--- src/rtl/imem_pkg.sv ---
// rtl/imem_pkg.sv - shared types and constants for the instruction memory loader
package imem_pkg;

    typedef enum logic [2:0] {
        IDLE,
        HDR_LO,
        HDR_HI,
        CHECK,
        DATA,
        DONE,
        ERROR
    } loader_state_t;

    localparam int IMEM_DEPTH     = 64;
    localparam int WORD_W         = 32;
    localparam int BYTES_PER_WORD = 4;
    localparam int LANE_W         = $clog2(BYTES_PER_WORD);

    // Word index to byte address, matching the PC-based read side.
    function automatic logic [31:0] word_addr(input logic [31:0] base, input logic [29:0] idx);
        return base + {idx, 2'b00};
    endfunction

endpackage

--- src/rtl/imem_word_packer.sv ---
// rtl/imem_word_packer.sv - gathers four little-endian bytes into one 32-bit word
module imem_word_packer
    import imem_pkg::*;
(
    input  logic              clk,
    input  logic              rst_n,
    input  logic              clear,
    input  logic              byte_valid,
    input  logic [7:0]        byte_data,
    output logic              word_valid,
    output logic [WORD_W-1:0] word
);

    logic [LANE_W-1:0] lane;
    logic [23:0]       low_bytes;

    // The lane-3 byte is forwarded straight into the word so no bubble is needed.
    assign word_valid = byte_valid && (lane == LANE_W'(BYTES_PER_WORD - 1));
    assign word       = {byte_data, low_bytes};

    always_ff @(posedge clk or negedge rst_n) begin
        if (!rst_n) begin
            lane      <= '0;
            low_bytes <= '0;
        end else if (clear) begin
            lane      <= '0;
        end else if (byte_valid) begin
            lane      <= lane + 1'b1;
            low_bytes <= {byte_data, low_bytes[23:8]};
        end
    end

endmodule

--- src/rtl/imem_loader.sv ---
// rtl/imem_loader.sv - boot-time byte-stream writer for the instruction ROM
module imem_loader
    import imem_pkg::*;
#(
    parameter int          DEPTH     = IMEM_DEPTH,
    parameter logic [31:0] BASE_ADDR = 32'h0000_0000
) (
    input  logic        clk,
    input  logic        rst_n,
    input  logic        in_valid,
    output logic        in_ready,
    input  logic [7:0]  in_data,
    input  logic        start,
    output logic        mem_we,
    output logic [31:0] mem_addr,
    output logic [31:0] mem_wdata,
    output logic        cpu_hold,
    output logic        done,
    output logic        error,
    output logic [15:0] words_loaded
);

    localparam int IDX_W = $clog2(DEPTH + 1);

    loader_state_t     state;
    logic [15:0]       count;
    logic [IDX_W-1:0]  index;
    logic              xfer;
    logic              word_valid;
    logic [WORD_W-1:0] word;

    assign in_ready = (state == HDR_LO) || (state == HDR_HI) || (state == DATA);
    assign xfer     = in_valid && in_ready;

    imem_word_packer u_packer (
        .clk        (clk),
        .rst_n      (rst_n),
        .clear      (state == CHECK),
        .byte_valid (xfer && (state == DATA)),
        .byte_data  (in_data),
        .word_valid (word_valid),
        .word       (word)
    );

    always_ff @(posedge clk or negedge rst_n) begin
        if (!rst_n) begin
            state        <= IDLE;
            count        <= '0;
            index        <= '0;
            mem_we       <= 1'b0;
            mem_addr     <= BASE_ADDR;
            mem_wdata    <= '0;
            cpu_hold     <= 1'b1;
            done         <= 1'b0;
            error        <= 1'b0;
            words_loaded <= '0;
        end else begin
            mem_we <= 1'b0;
            case (state)
                IDLE: state <= HDR_LO;
                HDR_LO: begin
                    if (xfer) begin
                        count[7:0] <= in_data;
                        state      <= HDR_HI;
                    end
                end
                HDR_HI: begin
                    if (xfer) begin
                        count[15:8] <= in_data;
                        state       <= CHECK;
                    end
                end
                CHECK: begin
                    if (count == 16'd0) begin
                        state <= DONE;
                    end else if (count > 16'(DEPTH)) begin
                        state <= ERROR;
                    end else begin
                        index <= '0;
                        state <= DATA;
                    end
                end
                DATA: begin
                    if (word_valid) begin
                        mem_we       <= 1'b1;
                        mem_wdata    <= word;
                        mem_addr     <= word_addr(BASE_ADDR, 30'(index));
                        index        <= index + 1'b1;
                        words_loaded <= words_loaded + 16'd1;
                        // DONE is entered during the final write; done/cpu_hold follow a cycle later.
                        if (16'(index) + 16'd1 == count) begin
                            state <= DONE;
                        end
                    end
                end
                DONE: begin
                    if (start) begin
                        state        <= HDR_LO;
                        done         <= 1'b0;
                        cpu_hold     <= 1'b1;
                        words_loaded <= '0;
                    end else begin
                        done     <= 1'b1;
                        cpu_hold <= 1'b0;
                    end
                end
                ERROR: begin
                    if (start) begin
                        state        <= HDR_LO;
                        error        <= 1'b0;
                        cpu_hold     <= 1'b1;
                        words_loaded <= '0;
                    end else begin
                        error    <= 1'b1;
                        cpu_hold <= 1'b1;
                    end
                end
                default: state <= IDLE;
            endcase
        end
    end

endmodule

--- config.mk ---
export PLATFORM = sky130hd
export DESIGN_NAME = imem_loader
export DESIGN_NICKNAME = d
export VERILOG_FILES = /design/src/rtl/imem_pkg.sv /design/src/rtl/imem_word_packer.sv /design/src/rtl/imem_loader.sv
export SDC_FILE = /design/constraint.sdc
export NUM_CORES = 1
export LEC_CHECK = 0
export ABC_AREA = 1
export BUFFER_PORTS_ARGS = -buffer_cell sky130_fd_sc_hd__buf_4
export CAP_MARGIN = 20
export CORE_MARGIN = 4
export CORE_UTILIZATION = 40
export DETAILED_ROUTE_END_ITERATION = 6
export PLACE_DENSITY = 0.69
export SLEW_MARGIN = 30
export SYNTH_ARGS = -nofsm -noshare
export SYNTH_HDL_FRONTEND = slang
export SYNTH_SLANG_ARGS = --single-unit
export TNS_END_PERCENT = 30
--- constraint.sdc ---
create_clock -name clk -period 1.8 [get_ports clk]
set_input_delay 0.09 -clock clk [delete_from_list [all_inputs] [get_ports clk]]
set_output_delay 0.09 -clock clk [all_outputs]
set_load 0.03 [all_outputs]
==> results of run 1 <==
## timing repair
item,in CTS,in global routing
resized for setup,0,17
setup endpoints to repair,0,24
endpoints found under the hold margin,49,0
hold buffers,10,0
setup buffers,0,11
## registers in the layout, indices dropped and copies added, names as in the netlist
name and count:
state 3, u_packer.low_bytes 24, cpu_hold 1, words_loaded 16, mem_wdata 32, done 1
error 1, mem_we 1, u_packer.lane 2, index 7, count 16, mem_addr 7
## area by class of cell
type | instances | share of cell area, %
Inverter | 69 | 4.12
Clock buffer | 11 | 3.65
Multi-Input combinational cell | 404 | 30.3
Sequential cell | 111 | 43.6
Tap cell | 172 | 3.38
Clock inverter | 5 | 0.824
Timing Repair Buffer | 112 | 14.1
## where the power goes
| part | switching, mW | internal, mW |
|---|---|---|
| Clock | 0.949 | 0.973 |
| Combinational | 2.46 | 1.45 |
| Sequential | 0.572 | 3.38 |
| Total | 3.98 | 5.80 |
## per-stage QoR
| step | hold WS [ns] | TNS [ns] | cell area, sq um |
|---|---|---|---|
| after floorplan | -0.206 | 0 | 5200 |
| after global placement | 0.138 | 0 | 5850 |
| after detailed placement | 0.144 | 0 | 5850 |
| after CTS | 0.134 | 0 | 6230 |
| after global routing | 0.167 | -0.833 | 6370 |
| final | 0.147 | 0 | 6370 |
## layer usage
layer | vias up | share of wire (%) | global-route usage [%] | wire length, um
li1 | 2093 | - | - | -
met1 | 1978 | 46 | 23.1 | 5510
met2 | 119 | 48 | 27.6 | 5750
met3 | 9 | 5.8 | 4.43 | 693
met4 | 0 | 0.82 | 3.12 | 99
met5 | - | 0 | 0 | 0
## cells by family (layout without fill, tap and decap cells)
group,count (synthesis),in the layout,share of synthesized area (%)
fa+ha+maj,3,3,0.734
other cells,1,25,0.0733
buf+inv,113,197,10.4
xor+xnor,5,5,0.856
mux,1,1,0.196
simple gates,260,260,21.4
compound gates,110,110,11.9
flops,111,111,54.3
## worst min path at each step
stage | slack, ns | end | cells after the start
final | 0.15 | state[0]$_DFFE_PN0P_ | 4
after global placement | 0.14 | mem_wdata[4]$_DFFE_PN0P_ | 1
after detailed placement | 0.14 | mem_wdata[4]$_DFFE_PN0P_ | 1
after global routing | 0.17 | state[2]$_DFFE_PN0P_ | 3
after floorplan | -0.21 | count[0]$_DFFE_PN0P_ | 0
after CTS | 0.13 | state[0]$_DFFE_PN0P_ | 4
## worst register-to-register path, cell delays in order (launching register included)
cell and delay, ns:
dfrtp_1 0.43, inv_2 0.11, nand3_4 0.11, nor2_4 0.16, nand2_4 0.08, nand2_4 0.07
nand2_4 0.07, a21oi_4 0.23, buf_4 0.20, nand4_1 0.09, o21ai_1 0.10
## cell usage after synthesis, drive strengths merged
| library cell | n |
|---|---|
| o21a | 1 |
| and2 | 1 |
| nor3 | 4 |
| o21ai | 92 |
| clkinv | 1 |
| a31oi | 2 |
| nand4 | 13 |
| nor2 | 35 |
| xor2 | 3 |
| nand3 | 29 |
| nand3b | 1 |
| a22o | 1 |
| mux2i | 1 |
| o31ai | 5 |
| buf | 28 |
| a21oi | 7 |
| dfrtp | 110 |
| ha | 3 |
| conb | 1 |
| inv | 68 |
| xnor2 | 2 |
| o211ai | 2 |
| nand2 | 177 |
| dfstp | 1 |
| clkbuf | 16 |
==> out/metrics.sh, run 1 <==
STATUS='complete, no violations'
CLK_PIN_SLEW_NS=0.07
CLOCK_TREE.HTREE_LEVEL_COUNT=3
DIEAREA_SQ_UM=14700
CP_DATA_REQUIRED_TIME_NS=1.71
CRIT_ARRIVAL_NS=1.66
WORST_SETUP_PATH_STARTPOINT='state[0]$_DFFE_PN0P_'
INSERTEDDIODECOUNT=0
DP_SLACK_NS=0.0263
DPL.CELL_COUNT=846
FIRSTDRTPASSITERS=5
ROUTED_WIRE_LENGTH_PER_INSTANCE_UM=13.6
DIE-HEIGHT_UM=121
YOSYSUNIQUECELLTYPES=37
GRT_SETUP_UNREPAIRED='true'
INITIAL_CORE_UTIL_PCT=40.7
FINALSETUPVIOLCOUNT=0
POWER.STATIC_LEAKAGE_nW=3.18
MULTI_INPUT_AREA_SQ_UM=1930
FF_LATCH_AREA_SQ_UM=2780
WORST_PIN_SLEW_NS=0.605
PERIOD_UTILIZATION_POST_ROUTE_PCT=97.1
SYNTH_LARGEST_TYPE_AREA_FRACTION_PCT=53.8
GRT_USE_TOTAL_PCT=16.9
FIRST_GLOBAL_VIAS=4087
PLACE.GP.CONGESTION=0.922
GLOBALROUTE.TOTALOVERFLOW=0
INITIALDRTVIOLATIONCOUNT=287
MAX_FREQ_GHz=0.572
CRIT_PATH_CELL_TRACE='inv_2 -> nor2_1 -> buf_4 -> o21a_1 -> inv_1 -> nand2_1 -> buf_4'
TOP_AREA_CELLS_IN_THE_SYNTHESIZED_NETLIST='dfrtp_1, nand2_1, o21ai_0, inv_1, buf_4'
VIA_COUNT=4199
ROOT_BUFFER='clkbuf_16'
CLK_LATENCY_NS=0.35
WORSTSETUPENDPOINTTYPE='primary output'
TIMING.CLOCK.SKEW_NS=0.00761
NETS=722
CAP_VIOL_MAX_COUNT=0
VIASPERCELL=4.75
TRITONCTS_NUM_SINKS=111
TIMING.REG2REG.SETUP_SLACK_NS=0.07
YOSYSTOPAREACELL='dfrtp_1'
FINALHOLDVIOLCOUNT=0
WORST_PATH_CLASS_SETUP='reg2out'
POWER_DENSITY_nW_PER_UM2=1540
STD_CELL_ROWS=41
SLEW_HEADROOM_PCT=59.7
GRT_START_MAX_NET_PINS=44
ENDPOINT='in_ready'
FINAL_CELL_COUNT_NO_FILL=884
CRITPATHMOSTFREQUENTCELL='buf_4'
SYNTHESIS.YOSYS.WARNINGS=0
WORST-PATH-BUF-INV=4
TOP_LEVEL_PORTS=97
NETLIST_INSTANCES=604
R2R_WORST_PATH_DEPTH=10
NFILLCELLS=1193
CTS_BUFFERS=9
LAYOUT-DRIVE-GT1-SHARE_PCT=20.1
CLOCK_TREE.BUFFER_DEPTH=2
GLOBAL_ROUTE_WIRE_LENGTH_BEFORE_REPAIR_UM=20100
TIMING.FINAL.CRIT_PERIOD_NS=1.75
CRIT_FAMILY='buffers and inverters'
SEQUENTIAL_ELEMENT_SHARE_OF_THE_SYNTHESIZED_AREA_PCT=54.3
SYN_AVG_CELL_AREA_SQ_UM=8.47
LAYOUT.CELLS.MOST_COMMON='nand2_1'
MOSTFREQUENTLAYOUTCELLS='nand2_1, dfrtp_1, buf_4'
IR_DROP_mV=1.19
CP_MAX_FO=4
FLOORPLAN.CORE_AREA_SQ_UM=12600
POSTROUTEANTENNANETS=0
REPORT.POWER.TOTAL_mW=9.79
CRITICAL-PATH-MAX-STAGE-DELAY_NS=0.43
DRV_SLEW=0
LAYOUT_OVERHEAD_ON_THE_SYNTHESIZED_AREA_PCT=24.6
CP-START-KIND='flip-flop'
HOLDCRITPATHCLASS='in2reg'
DP_HPWL_UM=8670
IO_BUFFER_COUNT=71
TIMING.CRITICAL_PATH.DEPTH=7
DIE_WIDTH_UM=121
DRT_DRC_VIOLATIONS_LEFT=0
DRT-TOTAL-WL_UM=12100
TRITONCTS='built'
GRT_ANTENNA_BEFORE_REPAIR=0
MIN_FROM='in_valid'
WORST_R2R_ENDPOINT='words_loaded[14]$_DFFE_PN0P_'
CRIT_PATH_TOP_DELAY_CELL='dfrtp_1'
SYN_AREA_SQ_UM=5110
POST-ROUTE-UTIL_PCT=50.7
REGTOREGSTARTPOINT='state[0]$_DFFE_PN0P_'
FIN_WS_NS=0.0526
SYNTH.FF_LATCH_COUNT=111
Power figures use the tool's default switching activity.
==> inputs of run 2 (changes only) <==
--- a/config.mk
+++ b/config.mk
@@ -9,10 +9,10 @@
 export BUFFER_PORTS_ARGS = -buffer_cell sky130_fd_sc_hd__buf_4
 export CAP_MARGIN = 20
 export CORE_MARGIN = 4
-export CORE_UTILIZATION = 40
+export CORE_UTILIZATION = 45
 export DETAILED_ROUTE_END_ITERATION = 6
-export PLACE_DENSITY = 0.69
-export SLEW_MARGIN = 30
+export GPL_TIMING_DRIVEN = 0
+export PLACE_DENSITY = 0.75
 export SYNTH_ARGS = -nofsm -noshare
 export SYNTH_HDL_FRONTEND = slang
 export SYNTH_SLANG_ARGS = --single-unit
==> run 2 against run 1 <==
Against the previous run: critical path depth is 3 higher; worst setup slack lost 0.033 ns; fmax decreased by 1.9%; total power up 4.0%.
==> out/metrics.sh, run 2 (same netlist as run 1, synthesis figures left out) <==
CRIT_PATH_CELL_TRACE='inv_2 -> nand3_4 -> nor2_4 -> nand2_4 -> nand2_4 -> nand2_4 -> a21oi_4 -> nand2_2 -> o21ai_0 -> nor2_1'  # was inv_2 -> nor2_1 -> buf_4 -> o21a_1 -> inv_1 -> nand2_1 -> buf_4
GLOBALROUTE.TOTALOVERFLOW=0  # unchanged
REPORT.POWER.TOTAL_mW=10.2  # was 9.79 mW
SETUP_TNS_NS=0  # unchanged
IO_BUFFER_COUNT=71  # unchanged
MIN_FROM='in_valid'  # unchanged
PLACE.GP.CONGESTION=0.900  # was 0.922
WORSTSETUPENDPOINTTYPE='flip-flop'  # was primary output
FIRSTDRTPASSITERS=6  # was 5
LARGEST_REGISTERS='mem_wdata: 32 flops, u_packer.low_bytes: 24 flops'  # unchanged
STD_CELL_ROWS=38  # was 41
TOP_REGISTER='mem_wdata'  # unchanged
FINALHOLDWORSTSLACK_NS=0.0966  # was 0.147 ns
DRT_DRC_VIOLATIONS_LEFT=0  # unchanged
STATUS='complete, no violations'  # unchanged
WORST_PATH_CLASS_SETUP='reg2reg'  # was reg2out
ROUTED_WIRE_LENGTH_PER_INSTANCE_UM=14.3  # was 13.6 um
INITIAL_CORE_UTIL_PCT=46.6  # was 40.7%
GR-USAGE-MET1_PCT=24.5  # was 23.1%
DIEAREA_SQ_UM=13100  # was 14,700 sq um
WORST_PIN_SLEW_NS=0.518  # was 0.605 ns
DRV_SLEW=0  # unchanged
MULTI_INPUT_AREA_SQ_UM=1980  # was 1930 sq um
FIN_WS_NS=0.0192  # was 0.0526 ns
INITIALDRTVIOLATIONCOUNT=346  # was 287
PERIOD_UTILIZATION_POST_ROUTE_PCT=98.9  # was 97.1%
TIMING.CLOCK.SKEW_NS=0.00799  # was 0.00761 ns
MOSTFREQUENTLAYOUTCELLS='nand2_1, buf_4, dfrtp_1'  # was nand2_1, dfrtp_1, buf_4
FINALSETUPVIOLCOUNT=0  # unchanged
NETS=756  # was 722
DRT-TOTAL-WL_UM=12700  # was 12,100 um
TIMING.FINAL.CRIT_PERIOD_NS=1.78  # was 1.75 ns
POSTROUTEANTENNANETS=0  # unchanged
DP_HPWL_UM=9020  # was 8670 um
DP_SLACK_NS=-0.221  # was 0.0263 ns
CLOCK_TREE.BUFFER_DEPTH=2  # unchanged
CRITPATHMOSTFREQUENTCELL='nand2_4'  # was buf_4
IR_DROP_mV=1.02  # was 1.19 mV
LAYOUT.CELLS.MOST_COMMON='nand2_1'  # unchanged
GLOBAL_ROUTE_WIRE_LENGTH_BEFORE_REPAIR_UM=20100  # about the same
LAYOUT_OVERHEAD_ON_THE_SYNTHESIZED_AREA_PCT=29.1  # was 24.6%
WORST-PATH-BUF-INV=1  # was 4
GRT_START_MAX_NET_PINS=74  # was 44
INSERTEDDIODECOUNT=0  # unchanged
VIA_COUNT=4410  # was 4,199
LAYOUT-DRIVE-GT1-SHARE_PCT=23.2  # was 20.1%
WORST_SETUP_PATH_STARTPOINT='state[1]$_DFFE_PN0P_'  # was state[0]$_DFFE_PN0P_
POWER.STATIC_LEAKAGE_nW=3.36  # was 3.18 nW
TRITONCTS_NUM_SINKS=111  # unchanged
CRIT_ARRIVAL_NS=2.02  # was 1.66 ns
GRT_ANTENNA_BEFORE_REPAIR=0  # unchanged
POWER_DENSITY_nW_PER_UM2=1540  # about the same
TOP_LEVEL_PORTS=97  # unchanged
CLOCK_TREE.HTREE_LEVEL_COUNT=3  # unchanged
CAP_VIOL_MAX_COUNT=0  # unchanged
MAX_FREQ_GHz=0.562  # was 0.572 GHz
GRT_MOST_USED_LAYER='met2'  # unchanged
CLK_LATENCY_NS=0.36  # was 0.35 ns
CTS_BUFFERS=9  # unchanged
HOLDCRITPATHCLASS='in2reg'  # unchanged
GRT_SETUP_UNREPAIRED='true'  # unchanged
TRITONCTS='built'  # unchanged
CRIT_PATH_TOP_DELAY_CELL='dfrtp_1'  # unchanged
FIRST_GLOBAL_VIAS=4214  # was 4,087
ROOT_BUFFER='clkbuf_16'  # unchanged
GR-USAGE-MET2_PCT=32.1  # was 27.6%
CP_DATA_REQUIRED_TIME_NS=2.04  # was 1.71 ns
POST-ROUTE-UTIL_PCT=60.1  # was 50.7%
GRT_USE_TOTAL_PCT=19.2  # was 16.9%
DIE-HEIGHT_UM=115  # was 121 um
CRITICAL-PATH-MAX-STAGE-DELAY_NS=0.42  # was 0.43 ns
CP-START-KIND='flip-flop'  # unchanged
SLEW_HEADROOM_PCT=65.4  # was 59.7%
CP_MAX_FO=7  # was 4
FLOORPLAN.CORE_AREA_SQ_UM=11000  # was 12,600 sq um
CLK_PIN_SLEW_NS=0.08  # was 0.07 ns
REGTOREGSTARTPOINT='state[1]$_DFFE_PN0P_'  # was state[0]$_DFFE_PN0P_
LARGEST_REGISTER_FF_COUNT=32  # unchanged
FF_LATCH_AREA_SQ_UM=2780  # about the same
VIASPERCELL=4.98  # was 4.75
MET3_USAGE_PCT=5.07  # was 4.43%
DIE_WIDTH_UM=115  # was 121 um
NFILLCELLS=941  # was 1,193
CRIT_FAMILY='simple AND/OR/NAND/NOR gates'  # was buffers and inverters
FINALHOLDVIOLCOUNT=0  # unchanged
-- run 2: cell count changes in the layout (fill, tap and decap cells not counted), moves of 2 or more --
cell | before | now
clkbuf_2 | 0 | 3
nor2_2 | 1 | 3
buf_2 | 0 | 2
clkinvlp_4 | 2 | 0
nor2_1 | 33 | 30
buf_12 | 2 | 0
buf_4 | 98 | 115
clkbuf_1 | 2 | 13
-- run 2: repair_timing --
item | 4_1_cts | 5_1_grt
setup endpoints to repair | 32 | 44
pin swaps | 3 | 5
gates resized for setup | 10 | 26
endpoints found under the hold margin | 49 | 0
setup buffers | 2 | 17
gates cloned | 0 | 1
hold buffers | 10 | 0
-- run 2: layout make-up --
| type | count | share of cell area, % |
|---|---|---|
| multi-input combinational | 404 | 29.9 |
| buffer | 44 | 4.25 |
| tap | 140 | 2.65 |
| clock inverter | 6 | 1.27 |
| sequential | 111 | 42.1 |
| clock buffer | 10 | 3.47 |
| timing repair buffer | 102 | 12.3 |
| inverter | 69 | 3.94 |
-- run 2: final timing paths --
path | slack [ns] | endpoint | cells after the start
max | 0.02 | words_loaded[10]$_DFFE_PN0P_ | 10
min | 0.1 | state[2]$_DFFE_PN0P_ | 3
max reg2reg | 0.02 | words_loaded[10]$_DFFE_PN0P_ | 10
min reg2reg | 0.48 | mem_wdata[3]$_DFFE_PN0P_ | 2
max in group asynchronous | 0.78 | cpu_hold$_DFFE_PN1N_ | 3
min in group asynchronous | 0.27 | mem_wdata[3]$_DFFE_PN0P_ | 2
-- run 2: through the flow --
step	instances	area, sq um
floorplan	628	5200
global placement	839	5910
detailed placement	840	5940
CTS	868	6390
global route	886	6600
finish	886	6600
-- run 2: report_power, final --
group	internal, mW	switching (mW)	leakage, nW
clock network	1.12	0.992	0.153
registers	3.38	0.587	1.46
logic	1.54	2.57	1.75
-- run 2: tightest hold or removal path, delay by kind of cell --
family | cells | cell delay, ns
compound gates | 1 | 0.14
buf+inv | 1 | 0.11
simple gates | 1 | 0.07
-- run 2: routing by layer --
metal,part of all wire [%],up-vias
met3,6.8,14
met5,0,-
met2,49,152
met4,1.2,0
met1,43,2088
li1,-,2156
